## src/rtl/tsc_fetch_ctrl.sv

```systemverilog
// tsc_fetch_ctrl: FETCH/EXEC sequencer for the TSC datapath. It runs the instruction-memory handshake,
// owns the PC and raises a one-cycle commit strobe. Define FETCH_TIMEOUT_EN to enable the fetch watchdog (ERR state).
module tsc_fetch_ctrl #(
  parameter int WORD_SIZE      = 16,
  parameter int TIMEOUT_CYCLES = 15
) (
  input  logic                 clk,
  input  logic                 reset,
  input  logic                 run_en,
  input  logic                 halt,
  input  logic [WORD_SIZE-1:0] pc_next,
  input  logic [WORD_SIZE-1:0] data,
  input  logic                 inputReady,
  output logic                 readM,
  output logic [WORD_SIZE-1:0] address,
  output logic [WORD_SIZE-1:0] pc,
  output logic [WORD_SIZE-1:0] instruction,
  output logic                 inst_valid,
  output logic [WORD_SIZE-1:0] num_inst,
  output logic                 halted,
  output logic                 fetch_err
);

  typedef enum logic [2:0] {
    ST_IDLE  = 3'd0,
    ST_FETCH = 3'd1,
    ST_EXEC  = 3'd2,
    ST_HALT  = 3'd3
`ifdef FETCH_TIMEOUT_EN
    , ST_ERR = 3'd4
`endif
  } state_t;

  state_t               state_r;
  state_t               state_s;
  logic [WORD_SIZE-1:0] pc_r;
  logic [WORD_SIZE-1:0] instruction_r;
  logic [WORD_SIZE-1:0] num_inst_r;
  logic                 accept_s;
  logic                 commit_s;

  assign accept_s = (state_r == ST_FETCH) && inputReady;
  assign commit_s = (state_r == ST_EXEC);

`ifdef FETCH_TIMEOUT_EN
  localparam int TO_CNT_W = $clog2(TIMEOUT_CYCLES + 1);
  localparam logic [TO_CNT_W-1:0] TO_LIMIT = TO_CNT_W'(TIMEOUT_CYCLES - 1);

  logic [TO_CNT_W-1:0] to_cnt_r;

  // Watchdog: counts FETCH cycles without inputReady; held at zero outside FETCH so it clears on entry
  always_ff @(posedge clk or posedge reset) begin
    if (reset) begin
      to_cnt_r <= '0;
    end else if (state_r != ST_FETCH) begin
      to_cnt_r <= '0;
    end else if (!inputReady) begin
      to_cnt_r <= to_cnt_r + TO_CNT_W'(1);
    end
  end
`endif

  // Next-state decode
  always_comb begin
    state_s = state_r;
    case (state_r)
      ST_IDLE: begin
        if (run_en) state_s = ST_FETCH;
        else        state_s = ST_IDLE;
      end
      ST_FETCH: begin
        // a handshake landing on the final watchdog edge still wins
        if (inputReady) begin
          state_s = ST_EXEC;
`ifdef FETCH_TIMEOUT_EN
        end else if (to_cnt_r == TO_LIMIT) begin
          state_s = ST_ERR;
`endif
        end else begin
          state_s = ST_FETCH;
        end
      end
      ST_EXEC: begin
        if (halt)        state_s = ST_HALT;
        else if (run_en) state_s = ST_FETCH;
        else             state_s = ST_IDLE;
      end
      ST_HALT: state_s = ST_HALT;
`ifdef FETCH_TIMEOUT_EN
      ST_ERR:  state_s = ST_ERR;
`endif
      default: state_s = ST_IDLE;
    endcase
  end

  // State register
  always_ff @(posedge clk or posedge reset) begin
    if (reset) state_r <= ST_IDLE;
    else       state_r <= state_s;
  end

  // Instruction latch, PC and commit counter; reset discards any in-flight instruction
  always_ff @(posedge clk or posedge reset) begin
    if (reset) begin
      pc_r          <= '0;
      instruction_r <= '0;
      num_inst_r    <= '0;
    end else begin
      if (accept_s) instruction_r <= data;
      if (commit_s) begin
        pc_r       <= pc_next;
        num_inst_r <= num_inst_r + WORD_SIZE'(1);
      end
    end
  end

  assign readM       = (state_r == ST_FETCH);
  assign inst_valid  = (state_r == ST_EXEC);
  assign halted      = (state_r == ST_HALT);
  assign address     = pc_r;
  assign pc          = pc_r;
  assign instruction = instruction_r;
  assign num_inst    = num_inst_r;
`ifdef FETCH_TIMEOUT_EN
  assign fetch_err   = (state_r == ST_ERR);
`else
  assign fetch_err   = 1'b0;
`endif

endmodule

```

## config.mk

```make
export PLATFORM = sky130hd
export DESIGN_NAME = tsc_fetch_ctrl
export DESIGN_NICKNAME = d
export VERILOG_FILES = /design/src/rtl/tsc_fetch_ctrl.sv
export SDC_FILE = /design/constraint.sdc
export NUM_CORES = 1
export LEC_CHECK = 0
export ABC_AREA = 0
export CAP_MARGIN = 20
export CELL_PAD_IN_SITES_DETAIL_PLACEMENT = 0
export CELL_PAD_IN_SITES_GLOBAL_PLACEMENT = 1
export CORE_MARGIN = 10
export CORE_UTILIZATION = 27
export DETAILED_ROUTE_END_ITERATION = 16
export PLACE_DENSITY_LB_ADDON = 0.05
export SETUP_SLACK_MARGIN = 0.15
export SKIP_CTS_REPAIR_TIMING = 1
export SYNTH_ARGS = -nofsm -noshare
export SYNTH_HDL_FRONTEND = slang
export SYNTH_SLANG_ARGS = --single-unit
```

## constraint.sdc

```tcl
create_clock -name clk -period 1.5 [get_ports clk]
set_input_delay 0.15 -clock clk [delete_from_list [all_inputs] [get_ports clk]]
set_output_delay 0.15 -clock clk [all_outputs]
set_load 0.02 [all_outputs]
```

==> Word level (Yosys, flattened, before mapping) <==
Index checks and enable logic that the tools add are counted.
Widths: inputs -> output; s select.
{ "op_classes": {"add_sub_neg": 1, "n_eq_ne": 3, "muxes": 4, "reduce_logical": 2} }
{ "op_table": {"columns": ["cell", "n"], "rows": [
  ["$add 16x1->16 const B", 1],
  ["$pmux 3 s4", 1],
  ["$eq 3x2->1 const B", 2],
  ["$eq 3x1->1 const B", 1],
  ["$logic_not 3->1", 1],
  ["$mux 3", 1],
  ["$mux 2", 1],
  ["$logic_and 1x1->1", 1],
  ["$mux 1", 1]
]} }
{ "word_totals": {"ff_bits": 51, "in_bits": 37, "out_inout_bits": 68, "elab_cells": 14} }

==> Longest topological paths before layout <==
Gate-level depths: netlist of the first run.
{ "depth": {"word_depth": 3, "mapped_depth": 7, "depth_no_buf": 5} }

==> Worst setup path after synthesis of the first run <==
OpenSTA, ideal clock, no wires.
{ "synth_timing": {"path_kind": "register to register", "startpoint": "register state_r[0]", "endpoint": "register instruction_r[0], in the netlist instruction[0]", "setup_time_ns": 0.125, "arrival_ns": 1.351, "required_ns": 1.375, "slack_ns": 0.024, "path_stages_with_launch": 6, "n_path_buf": 2, "synth_period_minus_slack_ns": 1.476, "path_cell_list": "dfrtp_1 buf_4 nor2b_2 nand2_2 buf_6 mux2_4"} }
{ "synth_between": {"elab_chain_cells": 2} }
{ "synth_lines": {"columns": ["item", "line_no", "rtl"], "rows": [
  ["start, declared", "34", "state_t state_r;"],
  ["start signal, assigned", "99", "else state_r <= state_s;"],
  ["$eq 3x1->1", null, null],
  ["named net readM", "14", "output logic readM,"],
  ["$logic_and 1x1->1", "42", "assign accept_s = (state_r == ST_FETCH) && inputReady;"],
  ["end signal, assigned", "109", "if (accept_s) instruction_r <= data;"],
  ["end, declared", "37", "logic [WORD_SIZE-1:0] instruction_r;"]
]} }
The timed path passes the listed nets, and every way through them passes these cells.
A chain may end at the register's enable or synchronous reset.

==> Worst setup path after layout of the first run <==
{ "layout_timing": {"startpoint": "register state_r[0]", "endpoint": "register num_inst_r[11], in the netlist num_inst[11]"} }
{ "layout_between": {"elab_chain_cells": 1} }
{ "layout_lines": {"columns": ["item", "line_no", "rtl"], "rows": [
  ["$eq 3x2->1", "43", "assign commit_s = (state_r == ST_EXEC);"],
  ["end signal, assigned", "112", "num_inst_r <= num_inst_r + WORD_SIZE'(1);"],
  ["end, declared", "38", "logic [WORD_SIZE-1:0] num_inst_r;"]
]} }
No other way between the ends.

==> results of run 1 <==
==> final timing paths <==
path / startpoint / end / slack (ns) / cells past startpoint
max in group asynchronous: reset / num_inst[1] / 1.01 / 3
worst min register to register: num_inst[15] / num_inst[15] / 0.48 / 1
worst min-delay path: reset / instruction[7] / 0.25 / 3
worst max-delay path: state_r[0] / num_inst[11] / 0.11 / 5
min in group clk: pc_next[9] / address[9] / 0.36 / 3
worst max register to register: state_r[0] / num_inst[11] / 0.11 / 5
==> through the flow <==
stage	std cells	cell area (um^2)
finish	391	3600
detailed placement	379	3260
floorplan	192	2230
global route	391	3600
global placement	379	3260
CTS	387	3350
==> critical path: stages, from the launching register on <==
cell      delay, ns
dfrtp_1        0.41
buf_6          0.14
nand4b_4       0.18
nor3_4         0.24
and3_4         0.21
xor2_1         0.13
==> per-layer routing <==
layer  vias to the layer above  wire [um]
met5                         -          0
met1                       779       2750
li1                        795          -
met2                        59       2770
met4                         0         68
met3                         7        488
==> logic make-up (layout without fill, tap and decap cells) <==
family | after synthesis | after routing | share of synthesized area, %
other cells | 1 | 1 | 0.170
xor+xnor | 15 | 15 | 5.97
buf+inv | 25 | 122 | 8.19
simple gates | 81 | 81 | 17.4
flops | 50 | 50 | 56.9
compound gates | 3 | 3 | 0.966
fa+ha+maj | 1 | 1 | 0.568
mux | 16 | 16 | 9.89
==> synth_stat cells, drive strengths merged, types with 2 or more instances <==
| cell type | number | area, um^2 |
|---|---|---|
| nor3 | 2 | 21.3 |
| mux2 | 16 | 218 |
| and3 | 4 | 25.0 |
| xnor2 | 10 | 87.6 |
| nor2 | 5 | 18.8 |
| nand2 | 57 | 216 |
| nand3 | 4 | 20.0 |
| xor2 | 5 | 43.8 |
| a21oi | 2 | 10.0 |
| nand4 | 3 | 18.8 |
| buf | 23 | 173 |
| inv | 2 | 7.50 |
| dfrtp | 50 | 1250 |
==> registers in the layout (all words and copies together), names as in the netlist <==
signal and flops:
address 16, instruction 16, num_inst 16, state_r 2
==> power breakdown <==
part | leakage [uW] | internal [uW] | switching (uW)
Sequential | 0.000620 | 1840 | 328
Combinational | 0.00174 | 1530 | 1450
Clock | 0.0000472 | 372 | 460
==> layout make-up <==
| class | instances | area share (%) |
|---|---|---|
| timing repair buffer | 112 | 35.4 |
| sequential | 50 | 34.8 |
| multi-input combinational | 117 | 23.3 |
| tap | 102 | 3.54 |
| clock buffer | 6 | 2.29 |
| clock inverter | 2 | 0.347 |
| inverter | 2 | 0.313 |
==> results_dict.tcl, run 1 <==
set metrics [dict create \
    grt_use_met1_pct 12.3 \
    seq_area_frac_synth_pct 56.9 \
    die_y_um 110 \
    antennaDiodeCount 0 \
    p_leak_uw 0.00241 \
    final_nets 326 \
    cp.arrival_ns 1.62 \
    register_area_um2 1250 \
    maxCapViolations 0 \
    start_util_pct 28.0 \
    place.gp.congestion 0.680 \
    outcome "finished, final reports clean" \
    met3_usage_pct 3.83 \
    dp_slack_ns 0.0571 \
    final_util_pct 45.9 \
    syn-num-nets 230 \
    grt_max_degree 51 \
    vdd_drop_max_uv 818 \
    fmax_mhz 717 \
    layout_common_cells "dlymetal6s2s_1, nand2_1, dfrtp_1, clkdlybuf4s50_1, mux2_4" \
    yosys_warnings 0 \
    ant_nets 0 \
    core_area_um2 7850 \
    critPathRequiredTime_ns 1.73 \
    synth_edf_count 0 \
    slew_violations 0 \
    die_area_um2 12200 \
    grtUsageMet2_pct 14.4 \
    port-buffer-count 103 \
    vias 1640 \
    drtPass1Iterations 4 \
    grt_use_total_pct 9.56 \
    finalHoldViolations 0 \
    numClockSinks 50 \
    cts_made_buffers 5 \
    netlist_area_um2 2200 \
    syn_inst 192 \
    wirelength_mm 6.07 \
    rows 32 \
    powerDensity_nw_per_um2 1660 \
    synth.lib_cells_used.distinct 28 \
    period_minus_slack_ns 1.39 \
    path_class "flop to flop" \
    min_path_type "input pin to async pin" \
    setup_ws_ns 0.106 \
    crit_path_max_fanout 5 \
    grt_most_used_layer "met2" \
    synthFlopType "dfrtp_1" \
    drc 0 \
    finClkSkew_ns 0.0138 \
    hold_slack_ns 0.246 \
    fin_crit_sh_pct 92.9 \
    synth.ff_latch_count 50 \
    tns_ns 0 \
    critPathLaunchType "flop" \
    rsz0062_at_grt "true" \
    setup_viol 0 \
    clkLatencyLatePin_ns 0.31 \
    avgSynthCellArea_um2 11.5 \
    antenna_found_initial 0 \
    tritoncts "done" \
    area_growth_pct 63.7 \
    clk_path_buf_depth 2 \
    vias_per_cell 4.19 \
    multiInputGateArea_um2 840 \
    globalRouteOverflowTotal 0 \
    final_common_cell "dlymetal6s2s_1" \
    cp-end-kind "flop" \
    clkTransAtPathRegs_ns 0.10 \
    place_hpwl_mm 4.33 \
    die_w_um 110 \
    async_reset_ff_share_pct 100 \
    fill_cells 773 \
    htreeDepth 2 \
    drive_above_1_share_pct 18.0 \
    grt_first_pass_wirelength_mm 9.04 \
    routedWlPerCell_um 15.5 \
    finalPower_uw 5970 \
    first_global_vias 1669 \
    drtIter0Drc 38 \
    cts-root-buf "clkbuf_8" \
    ioPinCount 105 \
]
Power figures use the tool's default switching activity.
==> inputs of run 2 (changes only) <==
- MAX_ROUTING_LAYER: unset -> met4
==> run 2 against run 1 <==
Against the previous run:
- via count grew 0.49%
- die area is the same
- global-route usage grew 0.31 points
- combinational power is essentially flat
- worst setup slack lost 0.00068 ns
- critical path depth is the same
- routed wire length grew 0.31%
- hold slack gained 0.0035 ns
==> results_dict.tcl, run 2 (synthesized netlist as in run 1, its figures left out) <==
set metrics [dict create \
    p_leak_uw 0.00242 \
    rr_endpoint "num_inst[11]" \
    vdd_drop_max_uv 818 \
    drc 0 \
    postLayoutCellArea_um2 3610 \
    slew_violations 0 \
    antenna_found_initial 0 \
    globalRouteOverflowTotal 0 \
    wirelength_mm 6.09 \
    drive_above_1_share_pct 18.0 \
    critPathLaunchType "flop" \
    ant_nets 0 \
    outcome "finished, final reports clean" \
    area_growth_pct 63.8 \
    fill_cells 773 \
    cts-root-buf "clkbuf_8" \
    clkTransAtPathRegs_ns 0.10 \
    cts_made_buffers 5 \
    min_path_type "input pin to async pin" \
    grt_max_degree 51 \
    place_hpwl_mm 4.33 \
    routedWlPerCell_um 15.6 \
    maxCapViolations 0 \
    port-buffer-count 103 \
    clkLatencyLatePin_ns 0.31 \
    final_common_cell "dlymetal6s2s_1" \
    cp.arrival_ns 1.62 \
    period_minus_slack_ns 1.39 \
    powerDensity_nw_per_um2 1660 \
    tritoncts "done" \
    start_util_pct 28.0 \
    drtPass1Iterations 4 \
    vias 1648 \
    cp-end-kind "flop" \
    setup_viol 0 \
    place.gp.congestion 0.687 \
    antennaDiodeCount 0 \
    crit_path_max_fanout 5 \
    finClkSkew_ns 0.0133 \
    ff2ff_path_depth 5 \
    first_global_vias 1662 \
    fin_crit_sh_pct 93.0 \
    grt_first_pass_wirelength_mm 9.05 \
    final_nets 326 \
    vias_per_cell 4.21 \
    tns_ns 0 \
    rsz0062_at_grt "true" \
    ioPinCount 105 \
    die_area_um2 12200 \
    die_y_um 110 \
    finalHoldViolations 0 \
    path_class "flop to flop" \
    clk_path_buf_depth 2 \
    drtIter0Drc 40 \
    grt_use_total_pct 9.86 \
    core_area_um2 7850 \
    critPathRequiredTime_ns 1.73 \
    htreeDepth 2 \
    rows 32 \
    placed_area_um2 3260 \
    layout_common_cells "dlymetal6s2s_1, nand2_1, dfrtp_1, clkdlybuf4s50_1, mux2_4" \
    reg2reg_slack_ns 0.11 \
    numClockSinks 50 \
    die_w_um 110 \
    fmax_mhz 717 \
    r2r-start "state_r[0]" \
]
[run 2: cell counts in the layout (fill, tap and decap cells not counted)]
No cell type changed its count.
[run 2: worst max-delay path: stages, from the launching register on]
cell	delay [ns]
dfrtp_1	0.41
buf_6	0.14
nand4b_4	0.18
nor3_4	0.24
and3_4	0.21
xor2_1	0.13
[run 2: layout make-up]
| class | instances | area (um^2) | share of cell area (%) |
|---|---|---|---|
| flip-flops and latches | 50 | 1250 | 34.8 |
| inverters | 2 | 11.3 | 0.312 |
| clock buffers | 6 | 82.6 | 2.29 |
| repair buffers | 112 | 1270 | 35.3 |
| well taps | 102 | 128 | 3.54 |
| clock inverters | 2 | 12.5 | 0.347 |
| multi-input cells | 117 | 843 | 23.4 |
[run 2: worst max path at each step]
stage                     end       start  cells past startpoint  slack, ns
6_report         num_inst[11]  state_r[0]                      5       0.11
5_1_grt          num_inst[12]  state_r[0]                      5      -0.01
4_1_cts                 readM  state_r[0]                      3      -0.29
3_5_place_dp            readM  state_r[0]                      3       0.06
3_3_place_gp            readM  state_r[0]                      3       0.07
2_1_floorplan  instruction[0]  state_r[0]                      5       0.15
[run 2: power breakdown]
| group | leakage (uW) | internal, uW | switching (uW) |
|---|---|---|---|
| clock | 0.0000472 | 372 | 456 |
| combinational | 0.00175 | 1530 | 1450 |
| sequential | 0.000620 | 1840 | 329 |
[run 2: through the flow]
step / setup WS, ns / power, uW / hold WS [ns] / std cells / util, %
final: 0.105 / 5980 / 0.250 / 391 / 46.0
after global routing: -0.0111 / 6380 / 0.274 / 391 / 46.0
after CTS: -0.294 / 6160 / 0.253 / 387 / 42.7
after detailed placement: 0.0571 / 5290 / 0.479 / 379 / 41.5
after global placement: 0.0703 / 5280 / 0.469 / 379 / 41.5
after floorplan: 0.152 / 3880 / 0.192 / 192 / -
[run 2: routing by layer]
metal  part of all wire, %  track usage [%]
met5                     0                -
met4                  0.84             3.03
met1                    46             12.9
met2                    46             14.3
met3                   7.1             2.96
